===== src/rtl/aes_pkg.sv =====
`default_nettype none
// ============================================================================
// Module      : aes_pkg
// Description : Shared Rijndael types, NB legality check and ShiftRows offsets.
// Revision    : 1.0
// ============================================================================
package aes_pkg;

    typedef logic [7:0] byte_t;

    localparam int NB_MAX = 8;

    function automatic bit nb_is_legal(input int nb);
        return (nb == 4) || (nb == 6) || (nb == NB_MAX);
    endfunction

    // Wide blocks use 0,1,3,4; NB=4 and NB=6 use 0,1,2,3.
    function automatic int shift_offset(input int row, input int nb);
        if ((nb == 8) && (row >= 2))
            return row + 1;
        return row;
    endfunction

endpackage
`default_nettype wire


===== src/rtl/shift_rows_perm.sv =====
`default_nettype none
// ============================================================================
// Module      : shift_rows_perm
// Description : Combinational ShiftRows / InvShiftRows byte permutation.
// Revision    : 1.0
// ============================================================================
module shift_rows_perm
    import aes_pkg::*;
#(
    parameter int NB = 4
) (
    input  logic [32*NB-1:0] data_in,
    input  logic             inv,
    output logic [32*NB-1:0] data_out
);

    localparam int W = 32 * NB;

    genvar r, c;
    generate
        for (r = 0; r < 4; r++) begin : g_row
            for (c = 0; c < NB; c++) begin : g_col
                localparam int OFF   = shift_offset(r, NB);
                localparam int FWD_C = (c + OFF) % NB;
                localparam int INV_C = (c + NB - OFF) % NB;

                byte_t w_fwd;
                byte_t w_inv;

                assign w_fwd = data_in[W-1-8*(r+4*FWD_C) -: 8];
                assign w_inv = data_in[W-1-8*(r+4*INV_C) -: 8];
                assign data_out[W-1-8*(r+4*c) -: 8] = inv ? w_inv : w_fwd;
            end
        end
    endgenerate

endmodule
`default_nettype wire


===== src/rtl/shift_rows_stage.sv =====
`default_nettype none
// ============================================================================
// Module      : shift_rows_stage
// Description : Registered ShiftRows/InvShiftRows stage with 2-entry elastic buffer.
// Revision    : 1.0
// ============================================================================
module shift_rows_stage
    import aes_pkg::*;
#(
    parameter int NB    = 4,
    parameter int TAG_W = 4
) (
    input  logic             clk,
    input  logic             n_rst,
    input  logic             in_valid,
    output logic             in_ready,
    input  logic [32*NB-1:0] in_data,
    input  logic             in_inv,
    input  logic [TAG_W-1:0] in_tag,
    output logic             out_valid,
    input  logic             out_ready,
    output logic [32*NB-1:0] out_data,
    output logic [TAG_W-1:0] out_tag
);

    localparam int W = 32 * NB;

    generate
        if (!nb_is_legal(NB)) begin : g_bad_nb
            $error("shift_rows_stage: NB must be 4, 6 or 8");
        end
        if (TAG_W < 1) begin : g_bad_tag
            $error("shift_rows_stage: TAG_W must be at least 1");
        end
    endgenerate

    logic [W-1:0]     w_perm;
    logic             w_push;
    logic             w_pop;
    logic             w_rd_nxt;
    logic [1:0]       w_count_nxt;
    logic             w_head_from_in;

    logic [W-1:0]     r_data [2];
    logic [TAG_W-1:0] r_tag  [2];
    logic             r_wr_ptr;
    logic             r_rd_ptr;
    logic [1:0]       r_count;
    logic [W-1:0]     r_out_data;
    logic [TAG_W-1:0] r_out_tag;

    shift_rows_perm #(
        .NB (NB)
    ) u_perm (
        .data_in  (in_data),
        .inv      (in_inv),
        .data_out (w_perm)
    );

    assign in_ready  = (r_count != 2'd2);
    assign out_valid = (r_count != 2'd0);
    assign out_data  = r_out_data;
    assign out_tag   = r_out_tag;

    assign w_push   = in_valid & in_ready;
    assign w_pop    = out_valid & out_ready;
    assign w_rd_nxt = r_rd_ptr ^ w_pop;
    // The next head is the incoming block when it lands in the slot being read next.
    assign w_head_from_in = w_push && (r_wr_ptr == w_rd_nxt);

    always_comb begin
        w_count_nxt = r_count;
        case ({w_push, w_pop})
            2'b10:   w_count_nxt = r_count + 2'd1;
            2'b01:   w_count_nxt = r_count - 2'd1;
            default: w_count_nxt = r_count;
        endcase
    end

    // Output registers mirror the head entry so nothing sits after the flops.
    always_ff @(posedge clk or negedge n_rst) begin
        if (!n_rst) begin
            for (int i = 0; i < 2; i++) begin
                r_data[i] <= '0;
                r_tag[i]  <= '0;
            end
            r_wr_ptr   <= 1'b0;
            r_rd_ptr   <= 1'b0;
            r_count    <= 2'd0;
            r_out_data <= '0;
            r_out_tag  <= '0;
        end else begin
            if (w_push) begin
                r_data[r_wr_ptr] <= w_perm;
                r_tag[r_wr_ptr]  <= in_tag;
                r_wr_ptr         <= ~r_wr_ptr;
            end
            r_rd_ptr <= w_rd_nxt;
            r_count  <= w_count_nxt;
            if (w_count_nxt != 2'd0) begin
                r_out_data <= w_head_from_in ? w_perm : r_data[w_rd_nxt];
                r_out_tag  <= w_head_from_in ? in_tag : r_tag[w_rd_nxt];
            end
        end
    end

endmodule
`default_nettype wire


===== config.mk =====
export PLATFORM = sky130hd
export DESIGN_NAME = shift_rows_stage
export DESIGN_NICKNAME = d
export VERILOG_FILES = /design/src/rtl/aes_pkg.sv /design/src/rtl/shift_rows_perm.sv /design/src/rtl/shift_rows_stage.sv
export SDC_FILE = /design/constraint.sdc
export NUM_CORES = 1
export LEC_CHECK = 0
export ABC_AREA = 1
export BUFFER_PORTS_ARGS = -buffer_cell sky130_fd_sc_hd__buf_2
export CAP_MARGIN = 5
export CORE_MARGIN = 4
export CORE_UTILIZATION = 30
export CTS_BUF_LIST = sky130_fd_sc_hd__clkbuf_8
export CTS_CLUSTER_SIZE = 10
export DETAILED_ROUTE_END_ITERATION = 10
export GPL_TIMING_DRIVEN = 0
export HOLD_SLACK_MARGIN = 0.03
export PLACE_DENSITY_LB_ADDON = 0.12
export SLEW_MARGIN = 0
export SYNTH_ARGS = -nofsm -noshare
export SYNTH_HDL_FRONTEND = slang
export SYNTH_SLANG_ARGS = --single-unit

===== constraint.sdc =====
create_clock -name clk -period 2 [get_ports clk]
set_clock_uncertainty 0.2 [all_clocks]
set_input_delay 0.3 -clock clk [delete_from_list [all_inputs] [get_ports clk]]
set_output_delay 0.3 -clock clk [all_outputs]
set_load 0.005 [all_outputs]

==> impl_metrics.tcl <==
set metrics [dict create \
    outcome "complete, but fails checks" \
    violations "hold timing, setup timing" \
    cts_buffer_depth 3 \
    clk_latency_ps 670 \
    syn_inst 2780 \
    startpoint_type "flip-flop" \
    rr_startpoint "r_count[0]" \
    hold-worst-slack_ps -25.1 \
    wire_per_inst_microns 18.6 \
    max_freq_mhz 421 \
    min_to "r_count[0]" \
    slew_headroom_pct 23.5 \
    crit_arrival_ps 2700 \
    drt_first_pass_iters 6 \
    hold_viol 1 \
    avgSynthCellArea_sq_um 7.17 \
    overflow 0 \
    grt_pass1_vias 19500 \
    startpoint "r_count[0]" \
    post-place-ws_ps -979 \
    pwr-share-comb_pct 57.5 \
    port_buffers 269 \
    cts_htree_levels 3 \
    p_per_area_nw_per_um2 1950 \
    cts_made_buffers 78 \
    required_ps 2330 \
    hold_path_class "input port to flip-flop" \
    ant_nets 0 \
    pwr-share-clk_pct 15.9 \
    hpwl_microns 54100 \
    gp_congestion 0.846 \
    p_leak_nw 14.8 \
    layout_commonest_cell "nand2_1" \
    die_area_sq_um 70600 \
    mostFrequentLayoutCells "nand2_1, inv_1, dfrtp_1" \
    ir_drop_mv 0.888 \
    cts.sinks 400 \
    crit_path_max_fanout 5 \
    hold_path_depth 5 \
    drive_gt1_share_pct 20.9 \
    core_area_sq_um 65900 \
    grt_max_degree 109 \
    rrSetupSlack_ps -380 \
    synth-seq-cells 400 \
    syn-num-nets 2918 \
    io_pins 271 \
    p_sw_mw 23.8 \
    path_class "flip-flop to flip-flop" \
    worst_slew_pin_slew_ps 1140 \
    postLayoutCellArea_sq_um 27200 \
    r2r-end "out_data[66]" \
    fin_crit_sh_pct 119 \
    syn2layout_area_growth_pct 36.3 \
    drtIter0Drc 1580 \
    nFillCells 6894 \
    power.share.sequential_pct 26.6 \
    ys_seq_area_share_pct 50.2 \
    hold_path.startpoint "in_valid" \
    cts_tree "built" \
    wl_microns 78700 \
    antenna_found_initial 6 \
    synth_area_sq_um 19900 \
    start_util_pct 30.3 \
    reg2regPathDepth 14 \
    drv_cap 0 \
    swShare_pct 44.9 \
    intPower_mw 29.2 \
    setup_slack_ps -376 \
    grt_usage_pct 21.7 \
    fp.dieH_microns 266 \
    grt_pass1_wl_microns 119000 \
    cts-root-buf "clkbuf_8" \
    ctsHoldBuffers 138 \
    synth.distinct_cells 23 \
    drcViolationCount 0 \
    core.rowCount 94 \
    rsz0062_at_grt "true" \
    vias_per_cell 4.67 \
    critPathCaptureType "flip-flop" \
    dpl_cell_area_sq_um 22500 \
    fp.dieW_microns 266 \
    yosysWarnings 0 \
    timing.final.crit_period_ps 2380 \
    slew_viol_final 0 \
    clkTransAtPathRegs_ps 50 \
    vias 19800 \
    final_nets 3439 \
    finalSetupViolCount 135 \
]
==> registers in the layout, indices dropped and copies added (netlist names) <==
signal    cells
r_data      256
out_data    128
r_tag         8
out_tag       4
r_count       2
r_rd_ptr      1
r_wr_ptr      1
==> worst max-delay path, cell delays in order, from the launching register on <==
cell and delay [ps]:
dfrtp_1 420, inv_2 80, nand2_4 100, nand2_8 70
ha_4 160, or2_4 230, nand4_1 90, nand2_2 90
nor2_4 130, buf_12 150, inv_12 50, clkbuf_16 170
buf_12 140, nand3_2 80, nand2_1 60
==> timing repair <==
item / CTS / global route
resized for setup: 142 / 201
cloned: 4 / 10
pin swaps: 6 / 19
setup endpoints to repair: 397 / 398
endpoints found under the hold margin: 706 / 1
buffers inserted: 12 / 6
==> worst max path at each step <==
stage / cells past startpoint / end / slack [ps]
floorplan: 12 / out_data[122] / -90
global placement: 1 / out_data[27] / -8080
detailed placement: 11 / out_data[59] / -980
CTS: 14 / out_data[71] / -360
global route: 14 / out_data[75] / -450
finish: 14 / out_data[66] / -380
==> synth_stat cells (all sizes together) <==
cell type,number,share of area [%]
inv,469,8.8
nand3,271,6.9
nor2,5,0.14
clkbuf,42,0.81
ha,1,0.063
nand2,1132,21
o21ai,329,8.3
dfrtp,400,50
nand4,1,0.031
xor2,1,0.044
or2,1,0.031
buf,128,3.3
==> power by group through the flow <==
stage / registers [mW] / clock network [mW] / logic [mW]
floorplan: 13.9 / 0 / 15.2
global placement: 14.2 / 0 / 23.7
detailed placement: 14.2 / 0 / 24.0
CTS: 14.1 / 8.65 / 27.3
global route: 14.5 / 9.04 / 33.9
finish: 14.1 / 8.39 / 30.5
==> routing by layer <==
metal	global-route usage, %	wire length (microns)
met1	30.7	35900
met2	34.2	36000
met3	4.25	5220
met4	5.95	1650
met5	0	15
==> through the flow <==
step / utilization [%] / total power [mW] / instances / setup TNS, ps / hold slack (ps)
CTS: 39.8 / 50.1 / 4209 / -56630 / -82.2
floorplan: - / 29.1 / 2780 / -7260 / -196
global placement: 34.1 / 37.9 / 3913 / -3353010 / 260
global route: 41.2 / 57.5 / 4227 / -63770 / -31.4
detailed placement: 34.2 / 38.2 / 3917 / -166460 / 28.0
finish: 41.2 / 52.9 / 4228 / -43880 / -25.1
==> kinds of logic (layout without fill, tap and decap cells) <==
family	count (synthesis)	count (layout)	share of synthesized area (%)
DFF	400	400	50.2
and+or+nand+nor	1410	1410	28.4
xor gates and xnor gates	1	1	0.0440
adders and majority gates	1	1	0.0628
other	0	4	0
buffers and inverters	639	1219	13.0
AOI/OAI and AO/OA	329	329	8.28
==> layout make-up <==
| class | instances | area, sq um | area share, % |
|---|---|---|---|
| diodes | 4 | 10.0 | 0.0368 |
| plain buffers | 169 | 1330 | 4.90 |
| clock buffers | 102 | 1400 | 5.17 |
| clock inverters | 37 | 181 | 0.668 |
| inverters | 469 | 1770 | 6.53 |
| multi-input cells | 1741 | 7970 | 29.4 |
| flip-flops and latches | 400 | 10000 | 36.9 |
| well taps | 864 | 1080 | 3.98 |
| repair buffers | 442 | 3400 | 12.5 |
No activity file was read; power rests on OpenSTA's default activity.
